File: src/rtl/rvv_backend_retire_byte_merge_pkg.sv
// Shared retire-merge types: byte operand classification, merge FSM states, VRF write bundle.
// Byte classification is attached per byte by dispatch and consumed at retire.
package rvv_backend_retire_byte_merge_pkg;

  localparam int RVV_VLENB = 16;
  localparam int RVV_VLEN  = RVV_VLENB * 8;

  typedef enum logic [1:0] {
    BODY_ACTIVE   = 2'd0,
    BODY_INACTIVE = 2'd1,
    TAIL          = 2'd2,
    NOT_CHANGE    = 2'd3
  } BYTE_TYPE_t;

  typedef BYTE_TYPE_t [RVV_VLENB-1:0] UOP_OPN_BYTE_TYPE_t;

  typedef enum logic {
    IDLE  = 1'b0,
    ACCUM = 1'b1
  } RETIRE_MERGE_STATE_e;

  typedef struct packed {
    logic [4:0]           vd_addr;
    logic [RVV_VLEN-1:0]  data;
    logic [RVV_VLENB-1:0] we;
  } RETIRE_WR_t;

endpackage

File: src/rtl/rvv_backend_retire_byte_merge_if.sv
// Retire-to-VRF handshake bundle; master is the surrounding pipeline, slave is the merge block.
// Holds the ROB retire uop (valid/ready), the VRF write (valid/ready) and the busy flag.
interface rvv_backend_retire_byte_merge_if #(
  parameter int VLENB    = 16,
  parameter int VL_WIDTH = $clog2(VLENB*8)+1
);
  logic                  in_valid;
  logic                  in_ready;
  logic [4:0]            in_vd_addr;
  logic [VLENB*8-1:0]    in_result;
  logic [VLENB*8-1:0]    in_old_vd;
  logic [VLENB*2-1:0]    in_vd_type;
  logic [VLENB*8-1:0]    in_mask_strobe;
  logic                  in_vta;
  logic                  in_vma;
  logic                  in_mask_dst;
  logic                  in_last;
  logic [VL_WIDTH-1:0]   in_vl;
  logic                  out_valid;
  logic                  out_ready;
  logic [4:0]            out_vd_addr;
  logic [VLENB*8-1:0]    out_data;
  logic [VLENB-1:0]      out_we;
  logic                  busy;

  modport master (
    output in_valid, in_vd_addr, in_result, in_old_vd, in_vd_type, in_mask_strobe,
           in_vta, in_vma, in_mask_dst, in_last, in_vl, out_ready,
    input  in_ready, out_valid, out_vd_addr, out_data, out_we, busy
  );

  modport slave (
    input  in_valid, in_vd_addr, in_result, in_old_vd, in_vd_type, in_mask_strobe,
           in_vta, in_vma, in_mask_dst, in_last, in_vl, out_ready,
    output in_ready, out_valid, out_vd_addr, out_data, out_we, busy
  );

endinterface

File: src/rtl/rvv_backend_retire_byte_sel.sv
// One byte of retire data selection: byte class + vta/vma -> write data and enable.
// Purely combinational, no latency, no flow control.
module rvv_backend_retire_byte_sel
  import rvv_backend_retire_byte_merge_pkg::*;
(
  input  BYTE_TYPE_t  vd_type,
  input  logic [7:0]  result,
  input  logic [7:0]  old_vd,
  input  logic        vta,
  input  logic        vma,
  output logic [7:0]  data,
  output logic        we
);

  always_comb begin
    data = old_vd;
    we   = 1'b0;
    case (vd_type)
      BODY_ACTIVE: begin
        data = result;
        we   = 1'b1;
      end
      BODY_INACTIVE: begin
        if (vma) begin
          data = 8'hFF;
          we   = 1'b1;
        end
      end
      TAIL: begin
        if (vta) begin
          data = 8'hFF;
          we   = 1'b1;
        end
      end
      // NOT_CHANGE and any unknown encoding keep the old byte unwritten
      default: begin
        data = old_vd;
        we   = 1'b0;
      end
    endcase
  end

endmodule

File: src/rtl/rvv_backend_retire_byte_merge.sv
// Retire byte merge: applies vta/vma per byte and accumulates split mask-destination uops.
// One register stage (1-cycle latency); in_ready = !out_valid | out_ready, output holds while stalled.
module rvv_backend_retire_byte_merge
  import rvv_backend_retire_byte_merge_pkg::*;
#(
  parameter int VLENB    = RVV_VLENB,
  parameter int VL_WIDTH = $clog2(VLENB*8)+1
) (
  input  logic                            clk,
  input  logic                            rst_n,
  rvv_backend_retire_byte_merge_if.slave  rif
);

  localparam int VLEN = VLENB * 8;

  RETIRE_MERGE_STATE_e state_q, state_d;
  logic [VLEN-1:0]     acc_q, acc_d;
  logic [VLEN-1:0]     sacc_q, sacc_d;
  logic [4:0]          addr_q;
  RETIRE_WR_t          wr_q, wr_d;
  logic                out_valid_q;

  logic                accept;
  logic                mask_uop;
  logic                emit;
  logic [VL_WIDTH-1:0] vl;
  logic [VLEN-1:0]     acc_cur, sacc_cur, acc_mrg, sacc_mrg;
  logic [VLEN-1:0]     body, tail_fill, mask_data;
  logic [VLEN-1:0]     norm_data;
  logic [VLENB-1:0]    norm_we;

  assign rif.in_ready = !out_valid_q || rif.out_ready;
  assign accept       = rif.in_valid && rif.in_ready;
  assign mask_uop     = accept && rif.in_mask_dst;
  assign emit         = accept && (!rif.in_mask_dst || rif.in_last);
  assign vl           = rif.in_vl;

  for (genvar b = 0; b < VLENB; b++) begin : g_byte
    rvv_backend_retire_byte_sel u_byte_sel (
      .vd_type (BYTE_TYPE_t'(rif.in_vd_type[2*b +: 2])),
      .result  (rif.in_result[8*b +: 8]),
      .old_vd  (rif.in_old_vd[8*b +: 8]),
      .vta     (rif.in_vta),
      .vma     (rif.in_vma),
      .data    (norm_data[8*b +: 8]),
      .we      (norm_we[b])
    );
  end

  // The first uop of an instruction merges into cleared state even if stale bits linger.
  always_comb begin
    acc_cur   = (state_q == ACCUM) ? acc_q  : '0;
    sacc_cur  = (state_q == ACCUM) ? sacc_q : '0;
    acc_mrg   = acc_cur | (rif.in_result & rif.in_mask_strobe);
    sacc_mrg  = sacc_cur | rif.in_mask_strobe;
    body      = '0;
    for (int k = 0; k < VLEN; k++) begin
      body[k] = (k < int'(vl));
    end
    tail_fill = rif.in_vta ? '1 : rif.in_old_vd;
    mask_data = (body & ((sacc_mrg & acc_mrg) | (~sacc_mrg & rif.in_old_vd)))
              | (~body & tail_fill);
  end

  always_comb begin
    state_d = state_q;
    acc_d   = acc_q;
    sacc_d  = sacc_q;
    if (mask_uop) begin
      if (rif.in_last) begin
        state_d = IDLE;
        acc_d   = '0;
        sacc_d  = '0;
      end else begin
        state_d = ACCUM;
        acc_d   = acc_mrg;
        sacc_d  = sacc_mrg;
      end
    end
    wr_d.vd_addr = (state_q == ACCUM && rif.in_mask_dst) ? addr_q : rif.in_vd_addr;
    wr_d.data    = rif.in_mask_dst ? mask_data : norm_data;
    wr_d.we      = rif.in_mask_dst ? '1 : norm_we;
  end

  always_ff @(posedge clk or negedge rst_n) begin
    if (!rst_n) begin
      state_q <= IDLE;
      acc_q   <= '0;
      sacc_q  <= '0;
      addr_q  <= '0;
    end else begin
      state_q <= state_d;
      acc_q   <= acc_d;
      sacc_q  <= sacc_d;
      if (mask_uop && !rif.in_last && state_q == IDLE) begin
        addr_q <= rif.in_vd_addr;
      end
    end
  end

  always_ff @(posedge clk or negedge rst_n) begin
    if (!rst_n) begin
      out_valid_q <= 1'b0;
      wr_q        <= '0;
    end else if (emit) begin
      out_valid_q <= 1'b1;
      wr_q        <= wr_d;
    end else if (rif.out_ready) begin
      out_valid_q <= 1'b0;
    end
  end

  assign rif.out_valid   = out_valid_q;
  assign rif.out_vd_addr = wr_q.vd_addr;
  assign rif.out_data    = wr_q.data;
  assign rif.out_we      = wr_q.we;
  assign rif.busy        = (state_q == ACCUM);

  // An open mask accumulation only accepts further uops of the same mask instruction.
  a_accum_legal: assert property (@(posedge clk) disable iff (!rst_n)
    (state_q == ACCUM && rif.in_valid) |-> (rif.in_mask_dst && rif.in_vd_addr == addr_q));

  a_out_hold: assert property (@(posedge clk) disable iff (!rst_n)
    (out_valid_q && !rif.out_ready) |=> (out_valid_q && $stable(wr_q)));

endmodule

File: src/flat_wrapper.sv
// flat-port wrapper written by rule: the top's interface ports become plain ports
module rvv_backend_retire_byte_merge_flat import rvv_backend_retire_byte_merge_pkg::*;
#(
  parameter int VLENB    = RVV_VLENB,
  parameter int VL_WIDTH = $clog2(VLENB*8)+1
)
  (clk, rst_n, rif_in_valid, rif_in_vd_addr, rif_in_result, rif_in_old_vd, rif_in_vd_type, rif_in_mask_strobe, rif_in_vta, rif_in_vma, rif_in_mask_dst, rif_in_last, rif_in_vl, rif_out_ready, rif_in_ready, rif_out_valid, rif_out_vd_addr, rif_out_data, rif_out_we, rif_busy);
  rvv_backend_retire_byte_merge_if #(.VLENB(VLENB), .VL_WIDTH(VL_WIDTH)) rif_i ();
  input  logic clk;
  input  logic rst_n;
  input wire logic [$bits(rif_i.in_valid)-1:0] rif_in_valid;
  input wire logic [$bits(rif_i.in_vd_addr)-1:0] rif_in_vd_addr;
  input wire logic [$bits(rif_i.in_result)-1:0] rif_in_result;
  input wire logic [$bits(rif_i.in_old_vd)-1:0] rif_in_old_vd;
  input wire logic [$bits(rif_i.in_vd_type)-1:0] rif_in_vd_type;
  input wire logic [$bits(rif_i.in_mask_strobe)-1:0] rif_in_mask_strobe;
  input wire logic [$bits(rif_i.in_vta)-1:0] rif_in_vta;
  input wire logic [$bits(rif_i.in_vma)-1:0] rif_in_vma;
  input wire logic [$bits(rif_i.in_mask_dst)-1:0] rif_in_mask_dst;
  input wire logic [$bits(rif_i.in_last)-1:0] rif_in_last;
  input wire logic [$bits(rif_i.in_vl)-1:0] rif_in_vl;
  input wire logic [$bits(rif_i.out_ready)-1:0] rif_out_ready;
  output wire logic [$bits(rif_i.in_ready)-1:0] rif_in_ready;
  output wire logic [$bits(rif_i.out_valid)-1:0] rif_out_valid;
  output wire logic [$bits(rif_i.out_vd_addr)-1:0] rif_out_vd_addr;
  output wire logic [$bits(rif_i.out_data)-1:0] rif_out_data;
  output wire logic [$bits(rif_i.out_we)-1:0] rif_out_we;
  output wire logic [$bits(rif_i.busy)-1:0] rif_busy;
  assign rif_i.in_valid = rif_in_valid;
  assign rif_i.in_vd_addr = rif_in_vd_addr;
  assign rif_i.in_result = rif_in_result;
  assign rif_i.in_old_vd = rif_in_old_vd;
  assign rif_i.in_vd_type = rif_in_vd_type;
  assign rif_i.in_mask_strobe = rif_in_mask_strobe;
  assign rif_i.in_vta = rif_in_vta;
  assign rif_i.in_vma = rif_in_vma;
  assign rif_i.in_mask_dst = rif_in_mask_dst;
  assign rif_i.in_last = rif_in_last;
  assign rif_i.in_vl = rif_in_vl;
  assign rif_i.out_ready = rif_out_ready;
  assign rif_in_ready = rif_i.in_ready;
  assign rif_out_valid = rif_i.out_valid;
  assign rif_out_vd_addr = rif_i.out_vd_addr;
  assign rif_out_data = rif_i.out_data;
  assign rif_out_we = rif_i.out_we;
  assign rif_busy = rif_i.busy;
  rvv_backend_retire_byte_merge #(.VLENB(VLENB), .VL_WIDTH(VL_WIDTH)) u_core (.clk(clk), .rst_n(rst_n), .rif(rif_i));
endmodule
File: config.mk
export PLATFORM = sky130hd
export DESIGN_NAME = rvv_backend_retire_byte_merge_flat
export DESIGN_NICKNAME = d
export VERILOG_FILES = /design/src/rtl/rvv_backend_retire_byte_merge_pkg.sv /design/src/rtl/rvv_backend_retire_byte_merge_if.sv /design/src/rtl/rvv_backend_retire_byte_sel.sv /design/src/rtl/rvv_backend_retire_byte_merge.sv /design/src/flat_wrapper.sv
export SDC_FILE = /design/constraint.sdc
export NUM_CORES = 1
export LEC_CHECK = 0
export ABC_AREA = 0
export CAP_MARGIN = 0
export CELL_PAD_IN_SITES_DETAIL_PLACEMENT = 1
export CELL_PAD_IN_SITES_GLOBAL_PLACEMENT = 1
export CORE_MARGIN = 1.5
export CORE_UTILIZATION = 34
export DETAILED_ROUTE_END_ITERATION = 10
export GPL_ROUTABILITY_DRIVEN = 1
export PLACE_DENSITY_LB_ADDON = 0.1
export SYNTH_ARGS = -nofsm -noshare
export SYNTH_HDL_FRONTEND = slang
export SYNTH_SLANG_ARGS = --single-unit
File: constraint.sdc
create_clock -name clk -period 1.8 [get_ports clk]
set_clock_uncertainty 0.05 [all_clocks]
set_input_delay 0.45 -clock clk [delete_from_list [all_inputs] [get_ports clk]]
set_output_delay 0.45 -clock clk [all_outputs]
set_load 0.01 [all_outputs]
# Word level (Yosys, flattened, before mapping)
# Index checks and enable logic that the tools add are counted.
dict set report totals {
  register_bits 412
  latch_bits 0
  ramBits 0
  rom_bits 0
  in_bits 437
  out_inout_bits 152
  wordCells 285
  n_memories 0
}
dict set report op_classes {
  addsub 0
  n_mul 0
  n_div 0
  magnitude_cmp 128
  eq_ne 32
  n_shift 0
  mux 77
  n_bitwise 12
  n_reduce_logical 28
}
# operator n
set op_table {}
lappend op_table {{128-bit 2-to-1 mux} 6}
lappend op_table {{128-bit bitwise AND} 5}
lappend op_table {{7-bit by 8-bit less-than comparator with 1-bit output, first input constant} 64}
lappend op_table {{128-bit OR} 4}
lappend op_table {{8-bit case mux with 3 select lines} 16}
lappend op_table {{6-bit by 8-bit less-than comparator with 1-bit output, first input constant} 32}
lappend op_table {{8-bit 2-to-1 mux} 32}
lappend op_table {{128-bit inverter} 2}
lappend op_table {{5-bit by 8-bit less-than comparator with 1-bit output, first input constant} 16}
lappend op_table {{4-bit by 8-bit less-than comparator with 1-bit output, first input constant} 8}
lappend op_table {{1-bit case mux with 3 select lines} 16}
lappend op_table {{2-bit by 1-bit equality test with 1-bit output, second input constant} 16}
lappend op_table {{2-bit equality test, second input constant} 16}
lappend op_table {{2-bit logical NOT} 16}
lappend op_table {{3-bit by 8-bit less-than comparator with 1-bit output, first input constant} 4}
lappend op_table {{1-bit by 8-bit less-than comparator with 1-bit output, first input constant} 2}
lappend op_table {{2-bit by 8-bit less-than comparator with 1-bit output, first input constant} 2}
lappend op_table {{16-bit 2-to-1 mux} 1}
lappend op_table {{1-bit logical AND} 6}
lappend op_table {{1-bit 2-to-1 mux} 5}
lappend op_table {{5-bit 2-to-1 mux} 1}
lappend op_table {{1-bit logical NOT} 3}
lappend op_table {{1-bit logical OR} 2}
lappend op_table {{2-bit nonzero test} 1}
lappend op_table {{1-bit inverter} 1}

# Longest topological paths before layout
dict set report logic_depth {
  depth_word 8
  mapped_depth 9
  mapped_depth_nobuf 5
}

# By module
# A second synthesis with hierarchy kept.
dict set report hier_totals {
  cells_unflattened 2526
  hier_area_um2 24928.9
}
# mod instances cells_each area_per_inst_um2 seq_area_each_um2
set modules_own_cells {}
lappend modules_own_cells {rvv_backend_retire_byte_merge 1 2318 22927.0 10309.9}
lappend modules_own_cells {rvv_backend_retire_byte_sel 16 13 125.1 0.0}

# Worst setup path before layout
# No wires, ideal clock.
dict set report synth_timing {
  path_kind {input to register}
  startpoint {input rif_in_vl[7]}
  endpoint {register u_core.wr_q, in the netlist u_core.rif.out_data[12]}
  setup_ps 141
  arrival_time_ps 1760
  required_time_ps 1609
  setup_slack_ps -151
  path_stages 6
  n_path_buf 2
  path_cell_list {buf_6 -> or4_1 -> buf_2 -> or4_1 -> nand3_1 -> a31oi_1}
}
dict set report synth_via {
  elab_chain_len 5
  elab_cells_between_ends 6
  cone_classes {order compare: 1; mux: 1; bitwise: 4}
}
# element line
set synth_rtl {}
lappend synth_rtl {{start, declared} flat_wrapper.sv:21} ;# input wire logic [$bits(rif_i.in_vl)-1:0] rif_in_vl;
lappend synth_rtl {{4-bit by 8-bit less-than comparator with 1-bit output (*)} rvv_backend_retire_byte_merge.sv:58} ;# body[k] = (k < int'(vl));
lappend synth_rtl {{128-bit inverter} rvv_backend_retire_byte_merge.sv:62} ;# | (~body & tail_fill);
lappend synth_rtl {{128-bit bitwise AND} rvv_backend_retire_byte_merge.sv:62}
lappend synth_rtl {{128-bit OR (*)} rvv_backend_retire_byte_merge.sv:62}
lappend synth_rtl {{128-bit 2-to-1 mux (*)} rvv_backend_retire_byte_merge.sv:81} ;# wr_d.data = rif.in_mask_dst ? mask_data : norm_data;
lappend synth_rtl {{end signal, assigned} rvv_backend_retire_byte_merge.sv:107} ;# wr_q <= wr_d;
lappend synth_rtl {{end, declared} rvv_backend_retire_byte_merge.sv:20} ;# RETIRE_WR_t wr_q, wr_d;
# Mark *: on every way between the ends. The rest lies on a longest branch, timed or not.
# A chain may end at the register's enable or synchronous reset.

# Worst setup path in the final report
dict set report layout_timing {
  startpoint {register u_core.state_q, in the netlist u_core.rif.busy}
  endpoint {output rif_busy}
}
# element line
set layout_rtl {}
lappend layout_rtl {{start, declared} rvv_backend_retire_byte_merge.sv:16} ;# RETIRE_MERGE_STATE_e state_q, state_d;
lappend layout_rtl {{start signal, assigned} rvv_backend_retire_byte_merge.sv:92} ;# state_q <= state_d;
lappend layout_rtl {{end, declared} flat_wrapper.sv:28} ;# output wire logic [$bits(rif_i.busy)-1:0] rif_busy;
# No word-level cell between the ends.

==> results list <==
- After clock tree synthesis, the clock-pin slew on the worst setup and hold paths is 0.06 ns.
- Tracing the worst setup path back leads to its startpoint at u_core.rif.busy.
* Worst Path Buf+Inv: 2
* Peak supply drop: between 0.6 and 0.7 mV
* Clock sink total: around 410
- Worst min-delay path category: in2async
- Pin slew with the least headroom to its limit: approximately 0.72 ns
* RSZ-0062 raised after global routing: yes
- The clock tree synthesis step divided the H-tree into 2 levels.
- Startpoint of the worst register-to-register path: u_core.rif.busy
* Antenna violations before repair: 25
- Routed wire length: roughly 130000 µm
- The count of final max-slew check failures was 0.
- In this run the core area contains between 90 and 100 standard-cell rows.
- Dividing the detail-routed wire length by the instance count gives 30.6 µm.
- Yosys printed 0 warnings.
- Failing checks: negative setup slack
- For the worst flop-to-flop path, the logic depth is 9.
- Predominant post-synthesis flop cell: sky130_fd_sc_hd__dfrtp_1
- Core box area: roughly 0.068 mm²
- First-pass GRT wire length: roughly 190000 µm
- Synthesis produced a netlist whose cell count is around 2500.
- Post-layout minimum cycle time: ~1.9 ns
- Net total in the final layout: 3894
* Sum of net half-perimeters after detailed placement: approximately 92000 µm
- In the final layout, flip-flops and latches occupy around 0.010 mm².
- Initial DRC Count: around 2600
- Power spread over the standard cell area amounts to between 800 and 900 mW/mm².
* Number of flops mapped to enable cells by yosys: 0
- The via count of the first global-routing pass is approximately 29000.
- In this run the remaining antenna-violating nets after routing total 0.
- Mapped Nets: a little under 3000
* Crit-path slowest cell: sky130_fd_sc_hd__dfrtp_4
- The critical path goes through buf_12, buf_8.
- Headroom to the max-slew limit came out at around half.
- Die height: around 260 µm
- Synthesized area per cell: ~9.4 µm²
- Highest clock frequency the design can meet: 0.519 GHz
- Clock tree from TritonCTS: yes
- The worst setup path is launched from a register.
* R2r setup slk: -0.12 ns
- Status: finished with violations
* Period Utilization, post-route: 107%
- Largest net degree at the start of global routing: 50
* Root buffer cell: sky130_fd_sc_hd__clkbuf_16
* Max-cap viol count: 0
* Starting Density: 34.5%
- Post-layout worst setup margin: -0.127 ns
- Crit path max-delay family: flip-flops
- The worst setup path is captured at an output pin.
- Final worst hold slack: between 0.2 and 0.3 ns
- After synthesis, the share of flip-flops with an asynchronous set or reset is 100%.
- The number of hold-slack violations in the final timing report was 0.
* Buffers added on ports: about 590
* Finished Cell Area: 0.0378 mm²
- Layout fillers: 7352
- Maximum buffer depth of the clock tree: 3
- Library cells used by synthesis: 76
* Global route total overflow: 0
- Leading cell type in the layout, fill and taps excluded: sky130_fd_sc_hd__clkdlybuf4s50_1
- In this design, the stage delay of the slowest critical-path cell is around 0.52 ns.
- Critical path arrival: 1.43 ns
- In this run the cell area measured after placement is roughly 0.034 mm².
- TritonCTS buffer count: 50
* Final estimated routing congestion in global placement: between 0.8 and 0.9
- CP required: between 1 and 1.5 ns
- Across every metal layer, demand over resource in global routing totals between 30% and 40%.
- The die covers ~0.07 mm².
- The endpoint identified for the worst register-to-register timing path is u_core.sacc_q[80].
* Post-synthesis sequential area ratio: between 40% and 50%
- around 600 I/O pins were placed.
- Start-to-end type of the worst setup path: reg2out
- Along the worst path, the maximum fanout reaches 6.
- Setup violations remaining at the end of the flow were counted as approximately 160.
- Die outline width: ~260 µm
* Crit path depth: 2
- Leakage: about 16 nW
* Vias after detailed routing: 28100
- Compared with the post-synthesis result, the final layout area differs by 62.3%.
* #FFs+latches synth: a little over 400
- Post-synthesis cell area: around 0.023 mm²
- Remaining design rule violation count: 0
- The multi-input combinational cells in the finished layout cover a total of roughly 0.013 mm².
- Worst setup path endpoint: rif_busy
- First-pass iteration count of the detailed router: 6
* Proportion of layout cells with a drive suffix above 1: approximately 24%
- Final cell utilization of the core: between 50% and 60%
* Clock latency of the later-clocked register in the worst-skew pair: around 0.62 ns
* Worst slack after detailed placement: -1.04 ns
- Pwr Total: roughly 34 mW
- The top cell types in the final layout, fill and taps aside, are 424 x sky130_fd_sc_hd__clkdlybuf4s50_1, 409 x sky130_fd_sc_hd__dfrtp_1, 394 x sky130_fd_sc_hd__buf_4, 372 x sky130_fd_sc_hd__nand2_1, 183 x sky130_fd_sc_hd__nor2_1.
* DR vias/cell: roughly 6.4
[layer usage]
metal / global-route usage, % / up-vias / wire, µm
met1: 44.5 / 14500 / 53000
met3: 6.32 / 404 / 10800
met5: 0 / - / 56
li1: - / 11800 / -
met4: 18.4 / 8 / 7210
met2: 57.8 / 1475 / 63600
[cell usage after synthesis, types with 7 or more instances]
| master | count | area (µm²) |
|---|---|---|
| sky130_fd_sc_hd__o211a_1 | 21 | 210 |
| sky130_fd_sc_hd__mux2i_1 | 24 | 240 |
| sky130_fd_sc_hd__or2_2 | 21 | 131 |
| sky130_fd_sc_hd__nand3_1 | 46 | 230 |
| sky130_fd_sc_hd__o221a_2 | 7 | 78.8 |
| sky130_fd_sc_hd__buf_1 | 45 | 169 |
| sky130_fd_sc_hd__o2111ai_1 | 26 | 228 |
| sky130_fd_sc_hd__o221ai_1 | 85 | 744 |
| sky130_fd_sc_hd__nor3_1 | 18 | 90.1 |
| sky130_fd_sc_hd__nand2_1 | 383 | 1440 |
| sky130_fd_sc_hd__inv_1 | 18 | 67.6 |
| sky130_fd_sc_hd__a211oi_1 | 14 | 105 |
| sky130_fd_sc_hd__a21oi_1 | 73 | 365 |
| sky130_fd_sc_hd__o311ai_0 | 55 | 482 |
| sky130_fd_sc_hd__dfrtp_1 | 412 | 10300 |
| sky130_fd_sc_hd__a32o_1 | 127 | 1270 |
| sky130_fd_sc_hd__o21ai_0 | 83 | 415 |
| sky130_fd_sc_hd__or4_1 | 10 | 75.1 |
| sky130_fd_sc_hd__a31oi_1 | 59 | 369 |
| sky130_fd_sc_hd__nor4_1 | 23 | 144 |
| sky130_fd_sc_hd__a21oi_2 | 13 | 114 |
| sky130_fd_sc_hd__nand2b_1 | 19 | 119 |
| sky130_fd_sc_hd__nor2_1 | 188 | 706 |
| sky130_fd_sc_hd__a221o_1 | 24 | 240 |
| sky130_fd_sc_hd__buf_2 | 71 | 355 |
| sky130_fd_sc_hd__o211ai_1 | 166 | 1250 |
| sky130_fd_sc_hd__o31ai_1 | 15 | 113 |
| sky130_fd_sc_hd__or3_1 | 11 | 68.8 |
| sky130_fd_sc_hd__clkbuf_1 | 91 | 342 |
| sky130_fd_sc_hd__nand3b_1 | 53 | 398 |
| sky130_fd_sc_hd__nand4_1 | 31 | 194 |
| sky130_fd_sc_hd__a22o_1 | 128 | 1120 |
| sky130_fd_sc_hd__nor2b_1 | 17 | 106 |
[state kept, by name, indices dropped and copies added (netlist names)]
register                cells
u_core.rif.out_valid        1
u_core.rif.out_vd_addr      5
u_core.acc_q              128
u_core.rif.out_we          16
u_core.rif.out_data       128
u_core.sacc_q             128
u_core.addr_q               5
u_core.rif.busy             1
[power by group]
group          internal (mW)  switching [mW]
logic                   5.37            5.36
clock network           6.04            4.45
registers               10.9            1.44
[stage by stage]
step                      setup TNS [ns]  cells
after global placement           -207.39   4181
after global routing              -14.80   4388
after floorplan                   -0.706   2483
after CTS                          -4.76   4319
final                              -6.15   4393
after detailed placement         -221.92   4181
[kinds of logic after synthesis]
| group | after synthesis | synth area share [%] |
|---|---|---|
| muxes | 29 | 1.27 |
| and+or+nand+nor | 840 | 16.8 |
| AOI/OAI and AO/OA | 969 | 33.4 |
| DFF | 412 | 44.3 |
| buffers and inverters | 233 | 4.29 |
[worst min path at each step]
stage	start	endpoint	slack (ns)	cells past startpoint
after floorplan	rst_n	u_core.acc_q[0]	0.10	0
after global placement	rst_n	u_core.rif.out_data[29]	0.37	1
after detailed placement	rst_n	u_core.rif.out_data[29]	0.37	1
after CTS	rif_in_mask_dst	u_core.rif.busy	0.29	4
after global routing	rst_n	u_core.rif.out_data[29]	0.33	2
final	rst_n	u_core.rif.out_data[29]	0.29	2
[layout make-up]
type	count	share of cell area, %
Antenna cell	24	0.159
Tap cell	873	2.89
Timing Repair Buffer	1136	31.2
Sequential cell	412	27.3
Clock inverter	10	0.199
Multi-Input combinational cell	1838	33.9
Clock buffer	81	4.13
Inverter	19	0.192
[repair_timing]
| item | CTS | global route |
|---|---|---|
| buffers inserted | 35 | 21 |
| endpoints found under the setup margin | 366 | 310 |
| hold buffers | 1 | 0 |
| pin swaps | 15 | 89 |
| cloned | 11 | 32 |
| endpoints found under the hold margin | 13 | 0 |
| resized for setup | 405 | 202 |
(Power assumes the default switching activity.)
